--- src/rtl/osd_pkg.sv ---
// Shared types, default geometry and a constant-width helper for the OSD text window.
package osd_pkg;

  typedef enum logic [2:0] {
    ST_IDLE,
    ST_HOFS,
    ST_PREFETCH,
    ST_ACTIVE,
    ST_SKIP,
    ST_DONE
  } osd_state_t;

  localparam int DEF_TILE_W      = 6;
  localparam int DEF_TILE_H      = 8;
  localparam int DEF_WINDOW_W    = 32;
  localparam int DEF_WINDOW_H    = 8;
  localparam int DEF_LINE_REPEAT = 2;
  localparam int DEF_ADDR_W      = 8;
  localparam int DEF_BLINK_LOG2  = 5;

  // Bits needed to hold values 0..value-1.
  function automatic int clog2(input int value);
    int r;
    r = 0;
    while ((1 << r) < value) r++;
    return r;
  endfunction

endpackage

--- src/rtl/osd_textbuf.sv ---
// Character buffer: simple dual-port RAM with registered, enabled read.
// A read of the address being written in the same cycle returns the old contents.
module osd_textbuf #(
  parameter int ADDR_W = 8
) (
  input  logic              clk,
  input  logic              wren,
  input  logic [ADDR_W-1:0] waddr,
  input  logic [7:0]        wdata,
  input  logic              rden,
  input  logic [ADDR_W-1:0] raddr,
  output logic [7:0]        q
);

  logic [7:0] mem [0:(1 << ADDR_W)-1];

  always_ff @(posedge clk) begin
    if (wren) mem[waddr] <= wdata;
    if (rden) q <= mem[raddr];
  end

endmodule

--- src/rtl/osd_textwindow.sv ---
// OSD text window: line/frame sequencer, glyph fetch pipeline and pixel shifter.
// Valid/ready is not used here; all state advances on the ce pixel enable only.
module osd_textwindow
  import osd_pkg::*;
#(
  parameter int TILE_W      = DEF_TILE_W,
  parameter int TILE_H      = DEF_TILE_H,
  parameter int WINDOW_W    = DEF_WINDOW_W,
  parameter int WINDOW_H    = DEF_WINDOW_H,
  parameter int LINE_REPEAT = DEF_LINE_REPEAT,
  parameter int ADDR_W      = DEF_ADDR_W,
  parameter int BLINK_LOG2  = DEF_BLINK_LOG2
) (
  input  logic                      clk,
  input  logic                      reset,
  input  logic                      ce,
  input  logic                      hsync,
  input  logic                      vsync,
  input  logic [9:0]                x_ofs,
  input  logic [9:0]                y_ofs,
  input  logic [ADDR_W-1:0]         address,
  input  logic [7:0]                data,
  input  logic                      wren,
  input  logic [ADDR_W-1:0]         cursor_addr,
  input  logic                      cursor_en,
  output logic [6+clog2(TILE_H):0]  chargen_addr,
  input  logic [TILE_W-1:0]         chargen_q,
  output logic                      pixel,
  output logic                      background
);

  localparam int TYW = clog2(TILE_H);
  localparam int PXW = clog2(TILE_W);
  localparam int CW  = clog2(WINDOW_W + 1);
  localparam int RW  = clog2(WINDOW_H + 1);
  localparam int RPW = clog2(LINE_REPEAT + 1);

  osd_state_t        state_q, state_d, line_first;
  logic [9:0]        hcount_q, hcount_d, scan_q, scan_d;
  logic [PXW-1:0]    px_q, px_d;
  logic [CW-1:0]     col_q, col_d;
  logic [RPW-1:0]    rep_q, rep_d, adv_rep;
  logic [TYW-1:0]    ty_q, ty_d, adv_ty;
  logic [RW-1:0]     row_q, row_d, adv_row;
  logic [ADDR_W-1:0] base_q, base_d, adv_base;
  logic [BLINK_LOG2-1:0] blink_q, blink_d;
  logic              framed_q, framed_d;
  logic [TILE_W-1:0] shreg_q, shreg_d, glyph_row;
  logic [ADDR_W-1:0] fetch_addr_q, rd_addr;
  logic [7:0]        char_q;
  logic              hs_q, vs_q, hs_edge, vs_edge, rd_en, cursor_hit, adv_done;

  osd_textbuf #(.ADDR_W(ADDR_W)) u_textbuf (
    .clk   (clk),
    .wren  (wren),
    .waddr (address),
    .wdata (data),
    .rden  (rd_en),
    .raddr (rd_addr),
    .q     (char_q)
  );

  assign chargen_addr = {char_q[6:0], ty_q};

  always_comb begin
    hs_edge    = hs_q & ~hsync;
    vs_edge    = vs_q & ~vsync;
    rd_addr    = base_q + ADDR_W'(col_q);
    rd_en      = ce && (state_q == ST_PREFETCH || state_q == ST_ACTIVE) && (px_q == '0);
    cursor_hit = cursor_en & (fetch_addr_q == cursor_addr) & ~blink_q[BLINK_LOG2-1];
    glyph_row  = chargen_q ^ {TILE_W{char_q[7] ^ cursor_hit}};
    line_first = (x_ofs == '0) ? ST_PREFETCH : ST_HOFS;

    // Position after one completed scanline.
    adv_rep  = rep_q + 1'b1;
    adv_ty   = ty_q;
    adv_row  = row_q;
    adv_base = base_q;
    if (rep_q == RPW'(LINE_REPEAT - 1)) begin
      adv_rep = '0;
      adv_ty  = ty_q + 1'b1;
      if (ty_q == TYW'(TILE_H - 1)) begin
        adv_ty   = '0;
        adv_base = base_q + ADDR_W'(WINDOW_W);
        adv_row  = row_q + 1'b1;
      end
    end
    adv_done = (adv_row == RW'(WINDOW_H));

    state_d  = state_q;
    hcount_d = hcount_q;
    scan_d   = scan_q;
    px_d     = px_q;
    col_d    = col_q;
    rep_d    = rep_q;
    ty_d     = ty_q;
    row_d    = row_q;
    base_d   = base_q;
    blink_d  = blink_q;
    framed_d = framed_q;
    shreg_d  = shreg_q;

    if (vs_edge) begin
      state_d  = ST_IDLE;
      scan_d   = '0;
      rep_d    = '0;
      ty_d     = '0;
      row_d    = '0;
      base_d   = '0;
      blink_d  = blink_q + 1'b1;
      framed_d = 1'b1;
    end else begin
      case (state_q)
        ST_IDLE: begin
          // Lines are only started once a frame start has been seen since reset.
          if (hs_edge && framed_q) begin
            if (scan_q < y_ofs) begin
              scan_d = scan_q + 1'b1;
            end else begin
              state_d  = line_first;
              hcount_d = '0;
              px_d     = '0;
              col_d    = '0;
            end
          end
        end
        ST_DONE: ;
        default: begin
          if (hs_edge || state_q == ST_SKIP) begin
            rep_d  = adv_rep;
            ty_d   = adv_ty;
            row_d  = adv_row;
            base_d = adv_base;
            if (adv_done) begin
              state_d = ST_DONE;
            end else if (hs_edge) begin
              state_d  = line_first;
              hcount_d = '0;
              px_d     = '0;
              col_d    = '0;
            end else begin
              state_d = ST_IDLE;
            end
          end else if (state_q == ST_HOFS) begin
            if (hcount_q == x_ofs - 10'd1) begin
              state_d = ST_PREFETCH;
              px_d    = '0;
              col_d   = '0;
            end else begin
              hcount_d = hcount_q + 1'b1;
            end
          end else if (state_q == ST_PREFETCH || state_q == ST_ACTIVE) begin
            if (px_q == PXW'(TILE_W - 1)) begin
              px_d    = '0;
              col_d   = col_q + 1'b1;
              shreg_d = glyph_row;
              if (state_q == ST_PREFETCH) state_d = ST_ACTIVE;
              else if (col_q == CW'(WINDOW_W)) state_d = ST_SKIP;
            end else begin
              px_d = px_q + 1'b1;
              if (state_q == ST_ACTIVE) shreg_d = shreg_q << 1;
            end
          end
        end
      endcase
    end
  end

  always_ff @(posedge clk) begin
    if (reset) begin
      state_q      <= ST_IDLE;
      hcount_q     <= '0;
      scan_q       <= '0;
      px_q         <= '0;
      col_q        <= '0;
      rep_q        <= '0;
      ty_q         <= '0;
      row_q        <= '0;
      base_q       <= '0;
      blink_q      <= '0;
      framed_q     <= 1'b0;
      shreg_q      <= '0;
      fetch_addr_q <= '0;
      hs_q         <= 1'b1;
      vs_q         <= 1'b1;
      pixel        <= 1'b0;
      background   <= 1'b0;
    end else if (ce) begin
      state_q    <= state_d;
      hcount_q   <= hcount_d;
      scan_q     <= scan_d;
      px_q       <= px_d;
      col_q      <= col_d;
      rep_q      <= rep_d;
      ty_q       <= ty_d;
      row_q      <= row_d;
      base_q     <= base_d;
      blink_q    <= blink_d;
      framed_q   <= framed_d;
      shreg_q    <= shreg_d;
      hs_q       <= hsync;
      vs_q       <= vsync;
      background <= (state_q == ST_ACTIVE);
      pixel      <= (state_q == ST_ACTIVE) & shreg_q[TILE_W-1];
      if (rd_en) fetch_addr_q <= rd_addr;
    end
  end

endmodule

--- config.mk ---
export PLATFORM = sky130hd
export DESIGN_NAME = osd_textwindow
export DESIGN_NICKNAME = d
export VERILOG_FILES = /design/src/rtl/osd_pkg.sv /design/src/rtl/osd_textbuf.sv /design/src/rtl/osd_textwindow.sv
export SDC_FILE = /design/constraint.sdc
export NUM_CORES = 2
export LEC_CHECK = 0
export CAP_MARGIN = 20
export CORE_MARGIN = 4
export CORE_UTILIZATION = 50
export CTS_BUF_LIST = sky130_fd_sc_hd__clkbuf_8 sky130_fd_sc_hd__clkbuf_16
export DETAILED_ROUTE_END_ITERATION = 7
export MAX_ROUTING_LAYER = met4
export PLACE_DENSITY_LB_ADDON = 0.08
export SYNTH_ARGS = -nofsm -noshare
export SYNTH_HDL_FRONTEND = slang
export SYNTH_SLANG_ARGS = --single-unit
--- constraint.sdc ---
create_clock -name clk -period 5.31 [get_ports clk]
set_input_delay 1.062 -clock clk [delete_from_list [all_inputs] [get_ports clk]]
set_output_delay 1.062 -clock clk [all_outputs]
set_load 0.02 [all_outputs]
==> metrics.txt <==
die width=418 um; Placeable Area=167000 sq um; final setup fails=0; initial antenna violation count=12; peak supply drop=360 uV; critical path's slowest cell=dfxtp_4; # IOs=69; root buf cell=clkbuf_16; clk slew on worst S/H paths=0.06 ns; relative slew slack=0.261; Nets=4441; Worst path top cell family by delay=multiplexers; syn_nets=4232; CP cell instances=buf_12 > buf_12 > mux4_2 > mux4_2 > o21ai_1 > nand2_1 > a2111oi_0 > buf_4 > nor3_1; row cnt=150; FMAX=255 MHz; crit path DAT=4.47 ns; CTS buffer count=215; final global-route overflow total=0; dpl hpwl=144000 um; fraction of registers with async set/reset=0; Initial Util=0.504; clk_skew=0.0403 ns; largest net degree at the start of global routing=125; synth top area cells=edfxtp_1 73%, mux4_2 15%, dfxtp_1 1.6%, nor2_1 1.5%, mux2i_1 0.88%; layout cells sized above 1=0.242; vias in the first global route=42400; Yosys top cell by area=edfxtp_1; DRC=0; I/O Buffers=68; Synth Flop Type=edfxtp_1; Synth top area share=0.733; Total Wirelength=232000 um; H-Tree Depth=4; multi-input combinational cell area=19700 sq um; critical path class=reg2reg; Pleak=29.2 nW; CTS sink count=2124; Yosys cell types=76; setup TNS=0 ns; Buffers & Inverters on Critical Path=3; Tightest Pin Transition=1.10 ns; CTS tree=done; yosys warns=0; final setup margin=1.38 ns; crit-path max FO=38; cts repair resizes=0; global-route wire length before repair=328000 um; number of synthesized flops with an enable pin=2056; die area=175000 sq um; TritonRoute pass-1 iters=7; Syn Std Cell Area=84200 sq um; final hold vios=0; Worst Path Required=5.85 ns; Post-DRT Antenna Nets=0; CP startpoint kind=flop; Fillers=12423; Starting DRT DRC Count=5696; GR Util All Layers=0.274; post-route minimum period=3.93 ns; max_cap viols=0; mean number of vias per cell=6.42; Slew Limit Fails=0; type of the most critical hold path=reg2reg; outcome=finished clean; final period utilization=0.740; synth-to-layout area growth=12.6%; register area=63100 sq um; cell count after synthesis=4154; postcts setup bufs=0; Worst-Skew Late Latency=0.85 ns; RSZ-0062 raised after global routing=false; crit end category=flop; routed vias=43313; post-place setup slack=1.04 ns; Avg Inst Size Synth=20.3 sq um; RePlAce Congestion=0.849; Max clock buf depth=3; sequential element share of the synthesized area=0.749; CP max stage delay=0.89 ns; routed len/inst=34.4 um; hold-fix buffer count after cts=0; PD cells=352 nW/um^2; #FFs+latches synth=2124; die height=418 um
## final cells by class
type / instances / area share
Timing Repair Buffer: 251 / 0.0255
Clock buffer: 217 / 0.0572
Clock inverter: 171 / 0.0134
Multi-Input combinational cell: 1746 / 0.208
Tap cell: 2204 / 0.0291
Antenna cell: 5 / 0.000132
Sequential cell: 2124 / 0.665
Inverter: 25 / 0.00107
## tightest hold or removal path, delay by kind of cell, from the launching register on
family | cells | cell delay, ns
muxes | 1 | 0.05
DFF | 1 | 0.31
and+or+nand+nor | 1 | 0.05
## worst paths after layout
path,start,end,slack [ns],cells past startpoint
setup / recovery,col_q[1]$_SDFFE_PP0P_,u_textbuf.q[6]$_DFFE_PP_,1.38,9
hold / removal,shreg_q[0]$_SDFFE_PP0P_,shreg_q[0]$_SDFFE_PP0P_,0.47,2
hold reg to reg,shreg_q[0]$_SDFFE_PP0P_,shreg_q[0]$_SDFFE_PP0P_,0.47,2
setup reg to reg,col_q[1]$_SDFFE_PP0P_,u_textbuf.q[6]$_DFFE_PP_,1.38,9
## cell usage after synthesis (6+ instances only)
master and n:
nand4b_1 8, dfxtp_1 68, clkbuf_1 130, xnor2_1 16, nand3_1 63, a22oi_1 34
nor2_1 333, and3_1 18, a31oi_1 20, mux4_2 573, edfxtp_1 2056, buf_6 19
xor2_1 20, nand2b_1 10, a311oi_1 12, nand2_1 181, mux2_2 6, ha_1 21
nand4_1 23, and2_1 11, mux2i_1 74, a21oi_1 64, a41oi_1 7, buf_4 43
a22o_1 6, o211ai_1 12, a2111oi_0 6, nor4_1 6, nand3b_1 12, buf_1 21
o21ai_0 34, o21ai_1 6, inv_1 21, nor3_1 24, or3_1 6, nor2b_1 18
a221oi_1 10, o22ai_1 19, buf_2 46, a211oi_1 9
## through the flow
stage / cells / area, sq um / hold slack [ns] / power [mW] / util
3_3_place_gp: 6349 / 88100 / 0.442 / 19.3 / 0.527
2_1_floorplan: 4154 / 84200 / 0.435 / 18.9 / -
6_report: 6743 / 94900 / 0.469 / 33.4 / 0.567
3_5_place_dp: 6349 / 88100 / 0.458 / 19.3 / 0.527
4_1_cts: 6737 / 94800 / 0.467 / 33.6 / 0.567
5_1_grt: 6743 / 94900 / 0.499 / 34.4 / 0.567
## state kept, by name, indices dropped and copies added (netlist names), 2 cells and up
signal,flops
ty_q,3
row_q,4
px_q,3
state_q,3
hcount_q,10
fetch_addr_q,8
base_q,3
shreg_q,6
u_textbuf.mem,2048
col_q,6
rep_q,2
scan_q,10
u_textbuf.q,8
blink_q,5
## kinds of logic (layout without fill, tap and decap cells)
logic type,count (synthesis),in the layout,synth area share
flip-flops,2124,2124,0.749
AND/OR/NAND/NOR,731,731,0.0387
multiplexers,653,653,0.163
AO/OA/AOI/OAI,305,305,0.0254
buffers and inverters,284,664,0.0170
XOR/XNOR,36,36,0.00374
adder cells (fa/ha/maj),21,21,0.00312
other,0,5,0
## layout by cell type, fill, tap and decap left out, types with 9 or more instances in the layout
| master | count |
|---|---|
| edfxtp_1 | 2056 |
| mux4_2 | 573 |
| nor2_1 | 328 |
| clkbuf_16 | 217 |
| nand2_1 | 181 |
| buf_4 | 156 |
| mux2i_1 | 74 |
| a21oi_1 | 64 |
| nand3_1 | 63 |
| dfxtp_1 | 63 |
| inv_1 | 61 |
| clkdlybuf4s50_1 | 59 |
| clkinv_1 | 54 |
| clkinv_2 | 44 |
| a22oi_1 | 34 |
| o21ai_0 | 34 |
| buf_12 | 27 |
| nor3_1 | 24 |
| nand4_1 | 23 |
| ha_1 | 21 |
| a31oi_1 | 20 |
| o22ai_1 | 19 |
| xor2_1 | 19 |
| and3_1 | 18 |
| nor2b_1 | 16 |
| xnor2_1 | 14 |
| bufinv_16 | 14 |
| o211ai_1 | 12 |
| nand3b_1 | 12 |
| a311oi_1 | 12 |
| and2_1 | 11 |
| nand2b_1 | 10 |
| a221oi_1 | 10 |
| a211oi_1 | 9 |
## report_power, final
group	total, mW	internal (mW)	leakage (nW)	switching [mW]
registers	18.4	18.4	19.0	0.0101
clock network	14.4	8.07	3.45	6.37
logic	0.541	0.100	6.69	0.441
total	33.4	26.6	29.2	6.82
## layer usage
metal / GRT usage / vias up / routed length, um
li1: - / 17617 / -
met5: - / - / 0
met3: 0.0489 / 370 / 19400
met1: 0.398 / 23210 / 97700
met4: 0.0784 / 0 / 7240
met2: 0.406 / 2116 / 108000
Note: power is estimated with default switching activity, not from simulation.
